`config.mk`:
```
export PLATFORM = sky130hd
export DESIGN_NAME = adc_scan_sched
export DESIGN_NICKNAME = d
export VERILOG_FILES = /design/src/rtl/adc_scan_sched.sv
export SDC_FILE = /design/constraint.sdc
export NUM_CORES = 1
export LEC_CHECK = 0
export BUFFER_PORTS_ARGS = -buffer_cell sky130_fd_sc_hd__buf_2
export CAP_MARGIN = 10
export CORE_UTILIZATION = 46
export CTS_CLUSTER_SIZE = 28
export DETAILED_ROUTE_END_ITERATION = 10
export GPL_TIMING_DRIVEN = 1
export PLACE_DENSITY = 0.68
export SYNTH_ARGS = -nofsm -noshare
export SYNTH_HDL_FRONTEND = slang
export SYNTH_SLANG_ARGS = --single-unit
```
`constraint.sdc`:
```
create_clock -name clk48mhz -period 2.5 [get_ports clk48mhz]
set_input_delay 0.125 -clock clk48mhz [delete_from_list [all_inputs] [get_ports clk48mhz]]
set_output_delay 0.125 -clock clk48mhz [all_outputs]
set_load 0.05 [all_outputs]
```
`src/rtl/adc_scan_sched.sv`:
```
// adc_scan_sched
//   Conversion scheduler for the two-channel ADC SPI engine. Every PERIOD_CYC
//   clocks it scans ch0 (heater thermistor) then ch1 (heatsink), each through a
//   conv_start/conv_done handshake, stores both results and drives heat_on with
//   hysteresis, a heatsink over-limit interlock and a conversion timeout fail-safe.
// Ports
//   clk48mhz, rstn          : clock, async active-low reset
//   enable                  : scanning and heating allowed
//   conv_start/conv_chsel   : start pulse and channel to the ADC engine
//   conv_done/conv_data     : completion pulse and result from the engine
//   setpoint, hs_limit      : ch0 target code, ch1 maximum code
//   clr_err                 : clears the sticky flags
//   ch0/ch1_value/_valid    : last results and loaded-since-reset flags
//   heat_on                 : heater drive
//   hs_fault, timeout_err,
//   overrun                 : sticky error flags
//   scan_count              : completed scans (wrapping)
module adc_scan_sched #(
    parameter int unsigned PERIOD_CYC  = 48000,
    parameter int unsigned TIMEOUT_CYC = 1024,
    parameter logic [15:0] HYST        = 16'h0100
) (
    input  logic        clk48mhz,
    input  logic        rstn,
    input  logic        enable,
    output logic        conv_start,
    output logic        conv_chsel,
    input  logic        conv_done,
    input  logic [15:0] conv_data,
    input  logic [15:0] setpoint,
    input  logic [15:0] hs_limit,
    input  logic        clr_err,
    output logic [15:0] ch0_value,
    output logic [15:0] ch1_value,
    output logic        ch0_valid,
    output logic        ch1_valid,
    output logic        heat_on,
    output logic        hs_fault,
    output logic        timeout_err,
    output logic        overrun,
    output logic [15:0] scan_count
);

    localparam int PW = (PERIOD_CYC  > 2) ? $clog2(PERIOD_CYC)  : 1;
    localparam int TW = (TIMEOUT_CYC > 2) ? $clog2(TIMEOUT_CYC) : 1;

    typedef enum logic [1:0] {S_IDLE, S_START, S_WAIT, S_STORE} state_t;

    state_t      state_q, state_d;
    logic [PW-1:0] per_q, per_d;
    logic [TW-1:0] tmo_q, tmo_d;
    logic [15:0] data_q, data_d;
    logic        start_q, start_d;
    logic        chsel_q, chsel_d;
    logic [15:0] ch0_q, ch0_d, ch1_q, ch1_d;
    logic        v0_q, v0_d, v1_q, v1_d;
    logic        heat_q, heat_d;
    logic        hsf_q, hsf_d, tmo_err_q, tmo_err_d, ovr_q, ovr_d;
    logic [15:0] scan_q, scan_d;

    logic        tick, hs_set, tmo_set, ovr_set;
    logic [15:0] lo;

    always_comb begin
        state_d  = state_q;
        per_d    = per_q;
        tmo_d    = tmo_q;
        data_d   = data_q;
        start_d  = 1'b0;
        chsel_d  = chsel_q;
        ch0_d    = ch0_q;
        ch1_d    = ch1_q;
        v0_d     = v0_q;
        v1_d     = v1_q;
        heat_d   = heat_q;
        scan_d   = scan_q;
        hs_set   = 1'b0;
        tmo_set  = 1'b0;

        // Counter parks at 0 while disabled so enabling gives an immediate tick.
        if (!enable)
            per_d = '0;
        else if (per_q == PW'(PERIOD_CYC - 1))
            per_d = '0;
        else
            per_d = per_q + 1'b1;

        tick    = enable && (per_q == '0);
        ovr_set = tick && (state_q != S_IDLE);
        lo      = (setpoint >= HYST) ? (setpoint - HYST) : 16'h0000;

        if (!enable) begin
            // Abandon any scan; a late conv_done lands in IDLE and is ignored.
            state_d = S_IDLE;
        end else begin
            unique case (state_q)
                S_IDLE: begin
                    if (tick) begin
                        state_d = S_START;
                        chsel_d = 1'b0;
                        start_d = 1'b1;
                    end
                end
                S_START: begin
                    state_d = S_WAIT;
                    tmo_d   = '0;
                end
                S_WAIT: begin
                    if (conv_done) begin
                        data_d  = conv_data;
                        state_d = S_STORE;
                    end else if (tmo_q == TW'(TIMEOUT_CYC - 1)) begin
                        tmo_set = 1'b1;
                        state_d = S_IDLE;
                    end else begin
                        tmo_d = tmo_q + 1'b1;
                    end
                end
                S_STORE: begin
                    if (!chsel_q) begin
                        ch0_d = data_q;
                        v0_d  = 1'b1;
                        if (data_q < lo)
                            heat_d = 1'b1;
                        else if (data_q >= setpoint)
                            heat_d = 1'b0;
                        state_d = S_START;
                        chsel_d = 1'b1;
                        start_d = 1'b1;
                    end else begin
                        ch1_d   = data_q;
                        v1_d    = 1'b1;
                        hs_set  = (data_q > hs_limit);
                        scan_d  = scan_q + 16'd1;
                        state_d = S_IDLE;
                    end
                end
                default: state_d = S_IDLE;
            endcase
        end

        // A set event in the same cycle beats clr_err.
        hsf_d     = hs_set  ? 1'b1 : (clr_err ? 1'b0 : hsf_q);
        tmo_err_d = tmo_set ? 1'b1 : (clr_err ? 1'b0 : tmo_err_q);
        ovr_d     = ovr_set ? 1'b1 : (clr_err ? 1'b0 : ovr_q);

        // Fail-safe overrides the hysteresis rules, including on the cycle the
        // cause is first registered. Clearing a cause does not re-enable heat;
        // only a later ch0 store can.
        if (hs_set || hsf_q || tmo_set || tmo_err_q || !enable)
            heat_d = 1'b0;
    end

    always_ff @(posedge clk48mhz or negedge rstn) begin
        if (!rstn) begin
            state_q   <= S_IDLE;
            per_q     <= '0;
            tmo_q     <= '0;
            data_q    <= '0;
            start_q   <= 1'b0;
            chsel_q   <= 1'b0;
            ch0_q     <= '0;
            ch1_q     <= '0;
            v0_q      <= 1'b0;
            v1_q      <= 1'b0;
            heat_q    <= 1'b0;
            hsf_q     <= 1'b0;
            tmo_err_q <= 1'b0;
            ovr_q     <= 1'b0;
            scan_q    <= '0;
        end else begin
            state_q   <= state_d;
            per_q     <= per_d;
            tmo_q     <= tmo_d;
            data_q    <= data_d;
            start_q   <= start_d;
            chsel_q   <= chsel_d;
            ch0_q     <= ch0_d;
            ch1_q     <= ch1_d;
            v0_q      <= v0_d;
            v1_q      <= v1_d;
            heat_q    <= heat_d;
            hsf_q     <= hsf_d;
            tmo_err_q <= tmo_err_d;
            ovr_q     <= ovr_d;
            scan_q    <= scan_d;
        end
    end

    assign conv_start  = start_q;
    assign conv_chsel  = chsel_q;
    assign ch0_value   = ch0_q;
    assign ch1_value   = ch1_q;
    assign ch0_valid   = v0_q;
    assign ch1_valid   = v1_q;
    assign heat_on     = heat_q;
    assign hs_fault    = hsf_q;
    assign timeout_err = tmo_err_q;
    assign overrun     = ovr_q;
    assign scan_count  = scan_q;

endmodule
```
==> results of run 1 <==
-- worst max-delay path, cell delays in order, from the launching register on --
cell and delay, ns:
dfrtp_1 0.47, ha_1 0.35, a21oi_1 0.13, o21ai_0 0.10, a221oi_1 0.42, nor2_1 0.07
o21ai_0 0.36, o21ai_0 0.17
-- power by group through the flow --
stage | clock [mW] | combinational, mW | sequential [mW]
2_1_floorplan | 0 | 1.16 | 3.20
3_3_place_gp | 0 | 2.82 | 2.37
3_5_place_dp | 0 | 2.91 | 2.40
4_1_cts | 1.37 | 2.92 | 2.37
5_1_grt | 1.43 | 3.19 | 2.42
6_report | 1.34 | 2.90 | 2.37
-- registers in the layout, indices dropped and copies added, names as in the netlist, 2 cells and up --
| name | flops |
|---|---|
| ch0_value | 16 |
| ch1_value | 16 |
| data_q | 16 |
| state_q | 2 |
| tmo_q | 10 |
| scan_count | 16 |
| per_q | 16 |
-- routing by layer --
layer / wire length (um) / share of wire / vias up / track usage
met5: 0 / 0 / - / 0
met1: 5960 / 0.46 / 2190 / 0.283
met4: 225 / 0.017 / 0 / 0.0791
li1: - / - / 2226 / -
met3: 665 / 0.051 / 20 / 0.0378
met2: 6230 / 0.48 / 113 / 0.369
-- cell families after synthesis --
group                    share of synthesized area
AND/OR/NAND/NOR                              0.183
flip-flops                                   0.449
AO/OA/AOI/OAI                               0.0745
adder cells (fa/ha/maj)                      0.128
buffers and inverters                       0.0384
XOR/XNOR                                    0.0613
multiplexers                                0.0662
-- worst max-delay path by stage --
stage                     startpoint                   end  slack [ns]  cells after the start
6_report       data_q[7]$_DFFE_PN0P_  hs_fault$_DFFE_PN0P_        0.30                      7
4_1_cts                  setpoint[9]   heat_on$_DFFE_PN0P_        0.25                     14
2_1_floorplan            setpoint[9]   heat_on$_DFFE_PN0P_        0.16                     14
3_3_place_gp             setpoint[9]   heat_on$_DFFE_PN0P_       0.003                     14
5_1_grt                  setpoint[9]   heat_on$_DFFE_PN0P_        0.11                     15
3_5_place_dp             setpoint[9]   heat_on$_DFFE_PN0P_       -0.11                     14
-- what timing repair did --
action,in CTS,in global routing
hold buffers,2,0
setup endpoints to repair,0,1
endpoints found under the hold margin,35,0
resized for setup,0,1
-- cells in the final DEF, fill, tap and decap left out, types with 2 or more instances in the layout --
master,Yosys,layout
nand3_1,27,27
nand2_1,94,94
and4_1,3,3
mux2i_1,2,2
xor2_1,20,20
dlygate4sd3_1,0,2
clkbuf_16,0,9
or3_1,2,2
nor2b_1,3,3
o21ai_0,13,13
nor3_1,7,7
o211ai_1,2,2
nor2_1,35,35
inv_6,0,2
nor4_1,5,5
nand4_1,22,22
xnor2_1,19,19
mux2_2,31,31
inv_1,45,45
a211oi_1,4,4
dfrtp_1,100,100
and3_1,9,9
a211o_1,3,3
a21oi_1,23,23
clkinv_4,0,2
buf_2,6,107
buf_4,0,24
a31oi_1,3,3
nand2b_1,5,5
ha_1,57,57
o22a_1,2,2
-- area by class of cell --
| type | instances | area (um2) | area share |
|---|---|---|---|
| inverters | 45 | 169 | 0.0250 |
| flip-flops and latches | 100 | 2500 | 0.370 |
| clock buffers | 9 | 225 | 0.0333 |
| clock inverters | 7 | 58.8 | 0.00870 |
| well taps | 143 | 179 | 0.0265 |
| repair buffers | 134 | 756 | 0.112 |
| multi-input cells | 409 | 2870 | 0.424 |
-- through the flow --
stage,std cells,setup slack [ns]
after global placement,829,0.00335
after floorplan,564,0.156
after detailed placement,829,-0.106
after global routing,847,0.110
after CTS,847,0.251
final,847,0.296
==> flow_metrics.env, run 1 <==
export IMPL_status="finished with violations"
export IMPL_violations="DRC"
export IMPL_grt_pass1_wl_um=21900
export IMPL_drv_slew=0
export IMPL_firstDrtPassIters=7
export IMPL_p_sw_mw=2.86
export IMPL_ios=109
export IMPL_rr_startpoint="data_q[7]$_DFFE_PN0P_"
export IMPL_antenna_cells=0
export IMPL_post_cts_setup_buffers=0
export IMPL_syn_inst=564
export IMPL_grt_pass1_vias=4631
export IMPL_period_needed_ns=2.20
export IMPL_vias=4549
export IMPL_crit_required_ns=2.70
export IMPL_power_density_nw_per_um2=978
export IMPL_syn_to_final_growth_pct=21.2
export IMPL_final_area_um2=6760
export IMPL_synth_edf_count=0
export IMPL_cp_max_fo=6
export IMPL_cts_tree="built"
export IMPL_drt_iter0_drc=309
export IMPL_cts_buffer_depth=2
export IMPL_min_to="data_q[15]$_DFFE_PN0P_"
export IMPL_fin_crit_sh=0.882
export IMPL_clk_pin_slew_worst_paths_ns=0.07
export IMPL_ys_warn_count=0
export IMPL_grt_max_degree=68
export IMPL_p_leak_nw=3.63
export IMPL_fin_skew_ns=0.00483
export IMPL_max_freq_ghz=0.454
export IMPL_synth_area_um2=5580
export IMPL_placed_cell_area_um2=6450
export IMPL_timing_slew_headroom=0.712
export IMPL_clk_latency_ns=0.34
export IMPL_rr_endpoint="hs_fault$_DFFE_PN0P_"
export IMPL_sequentialPowerShare=0.359
export IMPL_finalHoldViolCount=0
export IMPL_fin_tns_setup_ns=0
export IMPL_ys_seq_elements=100
export IMPL_num_fill_cells=1037
export IMPL_gr_usage_all_layers=0.218
export IMPL_die_area_um2=12600
export IMPL_power_total_mw=6.61
export IMPL_power_share_clock=0.202
export IMPL_die_y_um=112
export IMPL_min_delay_start="conv_data[15]"
export IMPL_ir_worst_vdd_v=0.000676
export IMPL_min_path_cells=2
export IMPL_max_slew_worst_pin_slew_ns=0.432
export IMPL_numCtsBuffers=9
export IMPL_drv_cap=0
export IMPL_synth_ff_type="dfrtp_1"
export IMPL_synth_seq_area_share=0.449
export IMPL_syn_avg_cell_area_um2=9.89
export IMPL_cts_root_buf="clkbuf_16"
export IMPL_whs_ns=0.0133
export IMPL_ant_nets=0
export IMPL_drt_wirelength_per_cell_um=15.4
export IMPL_clock_sinks=100
export IMPL_htreeDepth=3
export IMPL_drt_wl_total_um=13100
export IMPL_async_reset_ff_frac=1.00
export IMPL_final_nets=809
export IMPL_reg2reg_slack_ns=0.30
export IMPL_internal_power_mw=3.75
export IMPL_drc=11
export IMPL_setup_violations_final=0
export IMPL_setup_worst_path_end_class="flop"
export IMPL_ys_types=44
export IMPL_rsz0062_at_grt="false"
export IMPL_path_class="reg -> reg"
export IMPL_die_width_um=112
export IMPL_synth_common_cells="100 x dfrtp_1, 94 x nand2_1, 57 x ha_1"
export IMPL_placementRows=39
export IMPL_vias_per_cell=5.37
export IMPL_syn_nets=674
export IMPL_synthTopCellsByArea="dfrtp_1 45%, ha_1 13%, nand2_1 6.3%, mux2_2 6.3%, xor2_1 3.1%"
export IMPL_start_util=0.480
export IMPL_final_util=0.582
export IMPL_gr_total_overflow=0
export IMPL_synth_top_cell_area_share=0.449
export IMPL_ff2ff_path_depth=7
export IMPL_gp_congestion=0.951
export IMPL_numPortBuffers=108
export IMPL_cp_start_kind="flop"
export IMPL_hpwlAfterDp_um=9990
export IMPL_swShare=0.432
export IMPL_yosysMostFrequentCell="dfrtp_1"
export IMPL_core_area_um2=11600
export IMPL_hp_class="in -> reg"
export IMPL_yosysTopAreaCell="dfrtp_1"
export IMPL_combPwrFrac=0.439
export IMPL_cp_arrival_ns=2.40
export IMPL_final_layout_size_suffix_gt1_frac=0.263
export IMPL_antenna_found_initial=0
Note: power is estimated with default switching activity, not from simulation.
==> run 2: changes to the inputs <==
--- a/config.mk
+++ b/config.mk
@@ -5,6 +5,7 @@
 export SDC_FILE = /design/constraint.sdc
 export NUM_CORES = 1
 export LEC_CHECK = 0
+export ABC_AREA = 1
 export BUFFER_PORTS_ARGS = -buffer_cell sky130_fd_sc_hd__buf_2
 export CAP_MARGIN = 10
 export CORE_UTILIZATION = 46
==> run 2 against run 1 <==
Net effect:
- the flow now finishes without violations
- global-route usage increased by 1.0 points
- cell area is 0.70% higher
- register-to-register slack improved by 0.19 ns
- sequential power grew 4%
- worst setup slack gained 0.19 ns
==> flow_metrics.env, run 2 <==
export IMPL_synth_edf_count=0
export IMPL_p_leak_nw=3.60
export IMPL_cp_max_fo=9
export IMPL_gr_usage_all_layers=0.228
export IMPL_fin_crit_sh=0.806
export IMPL_synth_top_cell_area_share=0.440
export IMPL_worst_slack_ns=0.486
export IMPL_cp_slowest_cell="dfrtp_1"
export IMPL_grt_max_degree=57
export IMPL_ios=109
export IMPL_power_density_nw_per_um2=1010
export IMPL_drv_cap=0
export IMPL_drt_wl_total_um=13700
export IMPL_numCtsBuffers=9
export IMPL_firstDrtPassIters=4
export IMPL_clk_pin_slew_worst_paths_ns=0.07
export IMPL_synth_common_cells="145 x nand2_1, 100 x dfrtp_1, 96 x inv_1"
export IMPL_finalHoldViolCount=0
export IMPL_antenna_cells=0
export IMPL_setup_violations_final=0
export IMPL_synth_ff_type="dfrtp_1"
export IMPL_max_slew_worst_pin_slew_ns=0.848
export IMPL_fin_skew_ns=0.00661
export IMPL_crit_required_ns=2.75
export IMPL_cts_repair_resized=0
export IMPL_synth_fa_ha_area_frac=0.125
export IMPL_synth_top_family_by_area="simple AND/OR/NAND/NOR gates"
export IMPL_die_width_um=113
export IMPL_gr_total_overflow=0
export IMPL_min_path_cells=3
export IMPL_gp_congestion=0.888
export IMPL_rr_endpoint="per_q[11]$_DFF_PN0_"
export IMPL_core_area_um2=12000
export IMPL_yosysMostFrequentCell="nand2_1"
export IMPL_cts_root_buf="clkbuf_16"
export IMPL_drv_slew=0
export IMPL_drt_wirelength_per_cell_um=14.3
export IMPL_ir_worst_vdd_v=0.000768
export IMPL_min_to="data_q[1]$_DFFE_PN0P_"
export IMPL_most_common_layout_cells="145 x nand2_1, 107 x buf_2, 100 x dfrtp_1"
export IMPL_ff2ff_path_depth=8
export IMPL_final_nets=912
export IMPL_syn_inst=677
export IMPL_worstPathCellList="ha_1, nand2_1, nor4_1, nand2_1, inv_1, a21oi_1, clkinv_1, a211oi_1"
export IMPL_syn_to_final_growth_pct=19.6
export IMPL_hpwlAfterDp_um=10700
export IMPL_die_y_um=113
export IMPL_syn_avg_cell_area_um2=8.40
export IMPL_crit_family="compound AO/OA/AOI/OAI gates"
export IMPL_min_delay_start="conv_data[1]"
export IMPL_rsz0062_at_grt="false"
export IMPL_vias=4929
export IMPL_power_total_mw=6.84
export IMPL_numPortBuffers=108
export IMPL_yosys_area_share_simple=0.217
export IMPL_path_class="reg -> reg"
export IMPL_cp_start_kind="flop"
export IMPL_ant_nets=0
export IMPL_grt_pass1_wl_um=23000
export IMPL_reg2reg_slack_ns=0.49
export IMPL_crit_buf_inv=2
export IMPL_num_fill_cells=1081
export IMPL_cp_arrival_ns=2.26
export IMPL_yosysTopAreaCell="dfrtp_1"
export IMPL_synth_xor_area_frac=0.0293
export IMPL_period_needed_ns=2.01
export IMPL_vias_per_cell=5.17
export IMPL_drt_iter0_drc=294
export IMPL_syn_nets=787
export IMPL_placementRows=40
export IMPL_die_area_um2=12800
export IMPL_final_common_cell="nand2_1"
export IMPL_cts_buffer_depth=2
export IMPL_fin_tns_setup_ns=0
export IMPL_max_stage_delay_ns=0.41
export IMPL_final_layout_size_suffix_gt1_frac=0.188
export IMPL_hp_class="in -> reg"
export IMPL_drc=0
export IMPL_pre_cts_ws_ns=0.184
export IMPL_max_freq_ghz=0.497
export IMPL_ys_warn_count=0
export IMPL_start_util=0.474
export IMPL_ys_seq_elements=100
export IMPL_rr_startpoint="per_q[0]$_DFF_PN0_"
export IMPL_cts_tree="built"
export IMPL_cpMostUsedCell="nand2_1"
export IMPL_ys_types=40
export IMPL_htreeDepth=3
export IMPL_synthTopCellsByArea="dfrtp_1 44%, ha_1 13%, nand2_1 9.6%, inv_1 6.3%, o21ai_0 6.0%"
export IMPL_async_reset_ff_frac=1.00
export IMPL_clk_latency_ns=0.34
export IMPL_status="finished, final reports clean"
export IMPL_timing_slew_headroom=0.434
export IMPL_synth_seq_area_share=0.440
export IMPL_antenna_found_initial=0
export IMPL_synth_area_um2=5690
export IMPL_setup_worst_path_end_class="flop"
export IMPL_clock_sinks=100
export IMPL_synthMuxAreaShare=0
export IMPL_synth_compound_area_frac=0.117
export IMPL_grt_pass1_vias=4856
[run 2: cell families (layout without fill, tap and decap cells)]
| group | count (synthesis) | count (layout) |
|---|---|---|
| AOI/OAI and AO/OA | 123 | 123 |
| xor gates and xnor gates | 19 | 19 |
| adders and majority gates | 57 | 57 |
| buffers and inverters | 108 | 238 |
| DFF | 100 | 100 |
| and+or+nand+nor | 270 | 270 |
[run 2: where the power goes]
| group | switching, mW | leakage, nW | internal, mW |
|---|---|---|---|
| Combinational | 2.20 | 2.17 | 0.891 |
| Sequential | 0.390 | 1.31 | 2.07 |
| Clock | 0.615 | 0.129 | 0.684 |
[run 2: stage by stage]
step / instance area [um2] / hold WS (ns) / instances / util
2_1_floorplan: 5690 / -0.171 / 677 / -
3_3_place_gp: 6420 / 0.209 / 928 / 0.535
3_5_place_dp: 6420 / 0.224 / 928 / 0.535
4_1_cts: 6800 / 0.00133 / 954 / 0.566
5_1_grt: 6800 / 0.00600 / 954 / 0.566
6_report: 6800 / 0.00375 / 954 / 0.566
[run 2: worst min-delay path, stage by stage]
cell and delay, ns:
buf_2 0.08, nand2_1 0.04, o21ai_0 0.06
[run 2: worst max-delay path by stage]
stage	startpoint	endpoint	slack, ns	depth (start not counted)
after global routing	per_q[0]$_DFF_PN0_	per_q[12]$_DFF_PN0_	0.22	9
after floorplan	setpoint[8]	heat_on$_DFFE_PN0P_	0.31	15
after global placement	setpoint[8]	heat_on$_DFFE_PN0P_	0.28	14
after detailed placement	setpoint[8]	heat_on$_DFFE_PN0P_	0.18	15
after CTS	per_q[0]$_DFF_PN0_	per_q[11]$_DFF_PN0_	0.50	8
final	per_q[0]$_DFF_PN0_	per_q[11]$_DFF_PN0_	0.49	8
[run 2: metal layers]
metal	vias up	part of all wire	global-route usage
met5	-	0	0
met3	15	0.044	0.0359
met4	0	0.015	0.0658
met2	115	0.47	0.377
li1	2474	-	-
met1	2325	0.47	0.311
[run 2: area by class of cell]
type                            instances  area (um2)  share of cell area
Sequential cell                       100        2500               0.368
Clock inverter                          6        50.0             0.00736
Tap cell                              147         184              0.0270
Multi-Input combinational cell        469        2780               0.409
Inverter                               98         368              0.0541
Timing Repair Buffer                  124         688               0.101
Clock buffer                           10         229              0.0337
[run 2: repair_timing]
action | CTS | global route
buffers inserted | 0 | 0
hold buffers | 10 | 0
hold endpoints to repair | 63 | 0
